<file path="config.mk">
export PLATFORM = sky130hd
export DESIGN_NAME = shift_left_seq_32_flat
export DESIGN_NICKNAME = d
export VERILOG_FILES = /design/src/rtl/shift_left_seq_32_if.sv /design/src/rtl/shift_left_seq_32.sv /design/src/flat_wrapper.sv
export SDC_FILE = /design/constraint.sdc
export NUM_CORES = 1
export LEC_CHECK = 0
export CORE_AREA = 2 2 88 90
export CTS_CLUSTER_DIAMETER = 60
export DETAILED_ROUTE_END_ITERATION = 7
export DIE_AREA = 0 0 90 92
export PLACE_DENSITY_LB_ADDON = 0.2
export SYNTH_ARGS = -nofsm -noshare
export SYNTH_HDL_FRONTEND = slang
export SYNTH_SLANG_ARGS = --single-unit
</file>
<file path="constraint.sdc">
create_clock -name clk -period 1.8 [get_ports clk]
set_input_delay 0.36 -clock clk [delete_from_list [all_inputs] [get_ports clk]]
set_output_delay 0.36 -clock clk [all_outputs]
set_load 0.05 [all_outputs]
</file>
<file path="src/rtl/shift_left_seq_32_if.sv">
// Request/response bundle for the sequential shift-left unit.
// master drives the request; slave (the shifter) drives status and result.
interface shift_left_seq_32_if #(
  parameter int WIDTH = 32,
  parameter int SHW   = 5
);
  logic             start;
  logic [WIDTH-1:0] a;
  logic [SHW-1:0]   shamt;
  logic             busy;
  logic             done;
  logic [WIDTH-1:0] out;
  logic             carry_out;

  modport master (
    output start, a, shamt,
    input  busy, done, out, carry_out
  );

  modport slave (
    input  start, a, shamt,
    output busy, done, out, carry_out
  );
endinterface

</file>
<file path="src/rtl/shift_left_seq_32.sv">
// Multi-cycle logical shift-left, one bit per clock, result with a one-cycle done pulse.
// Optional macro SHL_CARRY_OUT_EN: carry_out reports the last bit shifted out of the MSB.
module shift_left_seq_32 #(
  parameter int WIDTH = 32,
  parameter int SHW   = 5
) (
  input  logic                 clk,
  input  logic                 rst_n,
  shift_left_seq_32_if.slave   bus
);

  typedef enum logic [1:0] {
    S_IDLE  = 2'd0,
    S_SHIFT = 2'd1,
    S_FIN   = 2'd2
  } state_t;

  state_t           state_q, state_d;
  logic [WIDTH-1:0] work_q, work_d;
  logic [SHW-1:0]   cnt_q, cnt_d;
  logic             busy_q, busy_d;
  logic             done_q, done_d;
  logic [WIDTH-1:0] out_q, out_d;
  logic [WIDTH-1:0] work_shl_s;
`ifdef SHL_CARRY_OUT_EN
  logic             carry_out_q, carry_out_d;
`endif

  assign work_shl_s = {work_q[WIDTH-2:0], 1'b0};

  // Next-state and output-register computation; outputs are loaded on the edge entering FIN
  // so that done and the final result appear together in the FIN cycle.
  always_comb begin
    state_d = state_q;
    work_d  = work_q;
    cnt_d   = cnt_q;
    busy_d  = busy_q;
    done_d  = 1'b0;
    out_d   = out_q;
`ifdef SHL_CARRY_OUT_EN
    carry_out_d = carry_out_q;
`endif
    case (state_q)
      S_IDLE: begin
        if (bus.start) begin
          work_d = bus.a;
          cnt_d  = bus.shamt;
          if (bus.shamt == {SHW{1'b0}}) begin
            state_d = S_FIN;
            out_d   = bus.a;
            done_d  = 1'b1;
            busy_d  = 1'b0;
`ifdef SHL_CARRY_OUT_EN
            carry_out_d = 1'b0;
`endif
          end else begin
            state_d = S_SHIFT;
            busy_d  = 1'b1;
          end
        end else begin
          busy_d = 1'b0;
        end
      end
      S_SHIFT: begin
        work_d = work_shl_s;
        cnt_d  = cnt_q - {{(SHW-1){1'b0}}, 1'b1};
        if (cnt_q == {{(SHW-1){1'b0}}, 1'b1}) begin
          state_d = S_FIN;
          out_d   = work_shl_s;
          done_d  = 1'b1;
          busy_d  = 1'b0;
`ifdef SHL_CARRY_OUT_EN
          carry_out_d = work_q[WIDTH-1];
`endif
        end else begin
          state_d = S_SHIFT;
        end
      end
      S_FIN: begin
        state_d = S_IDLE;
        busy_d  = 1'b0;
      end
      default: begin
        state_d = S_IDLE;
        busy_d  = 1'b0;
      end
    endcase
  end

  // State and output registers; reset aborts any operation in flight.
  always_ff @(posedge clk or negedge rst_n) begin
    if (!rst_n) begin
      state_q <= S_IDLE;
      work_q  <= {WIDTH{1'b0}};
      cnt_q   <= {SHW{1'b0}};
      busy_q  <= 1'b0;
      done_q  <= 1'b0;
      out_q   <= {WIDTH{1'b0}};
`ifdef SHL_CARRY_OUT_EN
      carry_out_q <= 1'b0;
`endif
    end else begin
      state_q <= state_d;
      work_q  <= work_d;
      cnt_q   <= cnt_d;
      busy_q  <= busy_d;
      done_q  <= done_d;
      out_q   <= out_d;
`ifdef SHL_CARRY_OUT_EN
      carry_out_q <= carry_out_d;
`endif
    end
  end

  assign bus.busy = busy_q;
  assign bus.done = done_q;
  assign bus.out  = out_q;
`ifdef SHL_CARRY_OUT_EN
  assign bus.carry_out = carry_out_q;
`else
  assign bus.carry_out = 1'b0;
`endif

endmodule
</file>
<file path="src/flat_wrapper.sv">
// flat-port wrapper written by rule: the top's interface ports become plain ports
module shift_left_seq_32_flat 
#(
  parameter int WIDTH = 32,
  parameter int SHW   = 5
)
  (clk, rst_n, bus_start, bus_a, bus_shamt, bus_busy, bus_done, bus_out, bus_carry_out);
  shift_left_seq_32_if #(.WIDTH(WIDTH), .SHW(SHW)) bus_i ();
  input  logic clk;
  input  logic rst_n;
  input wire logic [$bits(bus_i.start)-1:0] bus_start;
  input wire logic [$bits(bus_i.a)-1:0] bus_a;
  input wire logic [$bits(bus_i.shamt)-1:0] bus_shamt;
  output wire logic [$bits(bus_i.busy)-1:0] bus_busy;
  output wire logic [$bits(bus_i.done)-1:0] bus_done;
  output wire logic [$bits(bus_i.out)-1:0] bus_out;
  output wire logic [$bits(bus_i.carry_out)-1:0] bus_carry_out;
  assign bus_i.start = bus_start;
  assign bus_i.a = bus_a;
  assign bus_i.shamt = bus_shamt;
  assign bus_busy = bus_i.busy;
  assign bus_done = bus_i.done;
  assign bus_out = bus_i.out;
  assign bus_carry_out = bus_i.carry_out;
  shift_left_seq_32 #(.WIDTH(WIDTH), .SHW(SHW)) u_core (.clk(clk), .rst_n(rst_n), .bus(bus_i));
endmodule
</file>
=== After elaboration in Yosys (flattened, before gate mapping) ===
Cells that the tools add are included.

* Bits in registers: 72

* Add/sub/neg operators: 1
* Eq/ne operators: 5
* Muxes and demuxes: 20
* Reduce and logical (&&, ||, !) cells: 5

{| class="wikitable"
|+ Operator list
! kind !! count
|-
| $mux W32 || 3
|-
| $pmux W32 S2 || 1
|-
| $pmux W31 S2 || 1
|-
| $mux W31 || 1
|-
| $pmux W5 S2 || 1
|-
| $mux W1 || 6
|-
| $mux W2 || 3
|-
| $eq A5 B1 Y1 const B || 1
|-
| $logic_not A5 Y1 || 1
|-
| $mux W5 || 1
|-
| $sub A5 B1 Y5 const B || 1
|-
| $ne A2 B1 Y1 const B || 2
|-
| $pmux W1 S2 || 2
|-
| $pmux W2 S2 || 1
|-
| $reduce_and A4 Y1 || 1
|-
| $eq A2 B1 Y1 const B || 1
|-
| $logic_not A2 Y1 || 1
|-
| $ne A2 B2 Y1 const B || 1
|-
| $reduce_and A2 Y1 || 1
|-
| $reduce_bool A2 Y1 || 1
|}

=== Logic depth before layout (Yosys ltp) ===
* Depth after elaboration: 4
* Gate-level depth with buffers: 6
* Depth with buffers taken out: 5

=== Worst setup path before layout ===
No wires, ideal clock.

* Path type: flip-flop to flip-flop
* Start point: reg u_core.cnt_q[1]
* End point: reg u_core.out_q[10] (netlist: u_core.bus.out[10])
* Setup time: 125 ps
* Data arrival time: 1832 ps
* Data required time: 1675 ps
* Setup slack: -157 ps
* Stages on the path, launching flop included: 7
* Period minus slack after synthesis: 1957 ps
* Path through: dfrtp_1 inv_1 ha_1 or4b_1 o32ai_4 buf_6 mux2_2

* Longest elaborated chain between the ends: 3

{| class="wikitable"
|+ RTL lines
! element !! line !! text
|-
| start: declaration || shift_left_seq_32.sv:20 || <nowiki>logic [SHW-1:0] cnt_q, cnt_d;</nowiki>
|-
| start signal: assignment || shift_left_seq_32.sv:95 || <nowiki>cnt_q <= {SHW{1'b0}};</nowiki>
|-
| start signal: assignment || shift_left_seq_32.sv:105 || <nowiki>cnt_q <= cnt_d;</nowiki>
|-
| $eq A5 B1 Y1 || shift_left_seq_32.sv:67 || <nowiki>if (cnt_q == {{(SHW-1){1'b0}}, 1'b1}) begin</nowiki>
|-
| $ne A2 B1 Y1 (no source line) || - ||
|-
| $reduce_and A4 Y1 (no source line) || - ||
|-
| end signal: assignment || shift_left_seq_32.sv:98 || <nowiki>out_q <= {WIDTH{1'b0}};</nowiki>
|-
| end signal: assignment || shift_left_seq_32.sv:108 || <nowiki>out_q <= out_d;</nowiki>
|-
| end: declaration || shift_left_seq_32.sv:23 || <nowiki>logic [WIDTH-1:0] out_q, out_d;</nowiki>
|}

Every way passes these cells.
A chain may end at the register's enable or synchronous reset.

=== Worst setup path after layout ===
* Start point: reg u_core.cnt_q[1]
* End point: reg u_core.out_q[15] (netlist: u_core.bus.out[15])

Same word-level chain as after synthesis.

==> run summary <==
Max Cap Viol = 0
clock transition at the registers of the reported paths = 0.07 ns
Seq/Total Area, Yosys = 55.5%
vias post-DR = 2158
Final Critical Period = 1.98 ns
CTS Sinks = 72
Leak = 2.10 nW
total track usage = 16.7%
DP HPWL = 4.38 mm
cts bufs inserted = 9
die area = 8280 um2
Final #Nets = 373
design area = 4600 um2
Initial Utilization = 43.6%
Synth top area share = 55.5%
initial drt markers = 34
most frequent cell after synthesis = mux2_2
#FFs+latches synth = 72
fillers = 618
number of synthesized flops with an enable pin = 0
post-synth top area cell = dfrtp_1
Ys Warns = 0
Final Slew Violations = 0
Final GP Congestion = 0.777
Synth Instances = 232
most frequent cells after synthesis = 77 x mux2_2, 72 x dfrtp_1, 8 x clkbuf_1, 8 x inv_1, 8 x mux2i_1
global route total overflow = 0
Ports = 75
first-pass GRT wire length = 10.8 mm
Final Skew = 0.00916 ns
drt pass-1 iters = 4
largest cells by area after synthesis = dfrtp_1 55%, mux2_2 27%, mux2i_1 2.5%
syn_nets = 274
pin count of the biggest net entering global routing = 35
failing checks = negative setup slack
Arr. time, crit path = 2.22 ns
CTS tree = yes
RSZ-0062 raised after global routing = true
layout cells sized above 1 = 50.4%
Fin Hold WS = 0.377 ns
CTS HTree Levels = 3
WL/cell = 15.7 um
Die Width = 90 um
Worst Setup Path Type = reg2reg
FF-to-FF setup slack = -0.18 ns
run status = complete, but fails checks
fmax = 506 MHz
Synth cell types = 34
fraction of registers with async set/reset = 100%
CTS max path bufs = 2
worst min-delay path class = in2reg
Placed Area = 4170 um2
vias in the first global route = 2178
pre-CTS WS = -0.618 ns
PD cells = 2000 nW/um2
Area Growth Syn to Fin = 41.7%
core area = 7450 um2
Remaining DRCs = 0
Tcrit/Tclk final = 110%
Worst VDD drop = 1.04 mV
CP required = 2.04 ns
post-route antenna net violation count = 0
CTS root buf = clkbuf_8
fin worst setup slack = -0.175 ns
Post-Syn Area = 3250 um2
final setup fails = 32
Total Wirelength = 6.84 mm
die height = 92 um
nature of the critical path endpoint = register
CP max FO = 5
Hold Fails Final Rpt = 0
vias per cell = 4.94
port buffer count = 73
num rows = 32
Critical Path Source Type = register
dominant synthesized flop cell = dfrtp_1
worst skew pair latency = 0.35 ns
# diodes = 0
synthesized area per cell = 14.0 um2
initial antenna violation count = 0
## power by group
group | switching, W | internal (W)
sequential | 0.000427 | 0.00243
clock | 0.000599 | 0.000810
combinational | 0.00262 | 0.00233
total | 0.00364 | 0.00558
## metal layers
layer / part of all wire (%) / up-vias / track usage (%)
met5: 0 / - / 0
met4: 2.0 / 0 / 8.46
met3: 3.5 / 11 / 3.53
met2: 47 / 45 / 26.1
met1: 48 / 1076 / 22.1
li1: - / 1026 / -
## final timing paths
path                                    from                  to  depth (start not counted)
setup / recovery             u_core.cnt_q[1]  u_core.bus.out[15]                          7
hold / removal                  bus_shamt[1]     u_core.cnt_q[1]                          3
setup reg to reg             u_core.cnt_q[1]  u_core.bus.out[15]                          7
hold reg to reg            u_core.work_q[27]   u_core.work_q[27]                          2
max in group asynchronous              rst_n  u_core.bus.out[18]                          3
min in group asynchronous              rst_n     u_core.cnt_q[1]                          2
## critical path, stage by stage (launching register included)
cell and delay, ns:
dfrtp_1 0.39, inv_2 0.08, ha_4 0.12, or4b_4 0.49, o32ai_4 0.15, buf_4 0.18, buf_8 0.12, mux2_2 0.33
## state kept, by name (all words and copies together) (netlist names)
register,count
u_core.bus.out,32
u_core.cnt_q,5
u_core.state_q,2
u_core.bus.done,1
u_core.work_q,31
u_core.bus.busy,1
## cell type report
| type | instances | area (um2) | area share, % |
|---|---|---|---|
| clock buffer | 10 | 138 | 2.99 |
| clock inverter | 5 | 81.3 | 1.77 |
| inverter | 8 | 30.0 | 0.653 |
| multi-input combinational | 137 | 1450 | 31.4 |
| sequential | 72 | 1800 | 39.2 |
| tap | 102 | 128 | 2.77 |
| timing repair buffer | 103 | 975 | 21.2 |
## placed cells by master (no fill, tap or decap), types with 2 or more instances in the layout
cell	count
mux2_4	24
nand2_1	6
o21ai_0	5
a2bb2oi_1	2
mux2_2	58
dlymetal6s2s_1	3
buf_12	4
buf_6	2
bufinv_16	2
nand3_1	2
o21bai_1	2
buf_4	54
nand2b_1	2
mux2i_1	8
buf_8	3
clkbuf_8	10
inv_1	7
dfrtp_1	72
o22a_1	4
clkdlybuf4s50_1	34
a21oi_1	6
## cells by family after synthesis
kind of cell | after synthesis | share of synthesized area [%]
buffers and inverters | 23 | 3.55
flip-flops | 72 | 55.5
AO/OA/AOI/OAI | 23 | 5.32
other | 1 | 0.115
adder cells (fa/ha/maj) | 2 | 0.771
AND/OR/NAND/NOR | 21 | 3.85
multiplexers | 90 | 30.9
## through the flow
stage	setup TNS, ns	power, W	cells	utilization (%)
2_1_floorplan	-3.84	0.00612	232	-
3_3_place_gp	-19.94	0.00748	415	55.9
3_5_place_dp	-20.77	0.00756	415	55.9
4_1_cts	-5.22	0.00904	434	60.0
5_1_grt	-7.05	0.00972	437	61.8
6_report	-4.98	0.00922	437	61.8
## what timing repair did
| action | CTS | global route |
|---|---|---|
| endpoints found under the setup margin | 33 | 33 |
| gates cloned | 1 | 2 |
| hold endpoints to repair | 32 | 0 |
| hold buffers | 1 | 0 |
| gates resized for setup | 10 | 33 |
| setup buffers | 2 | 2 |
| pin swaps | 2 | 2 |
No activity file was read; power rests on OpenSTA's default activity.
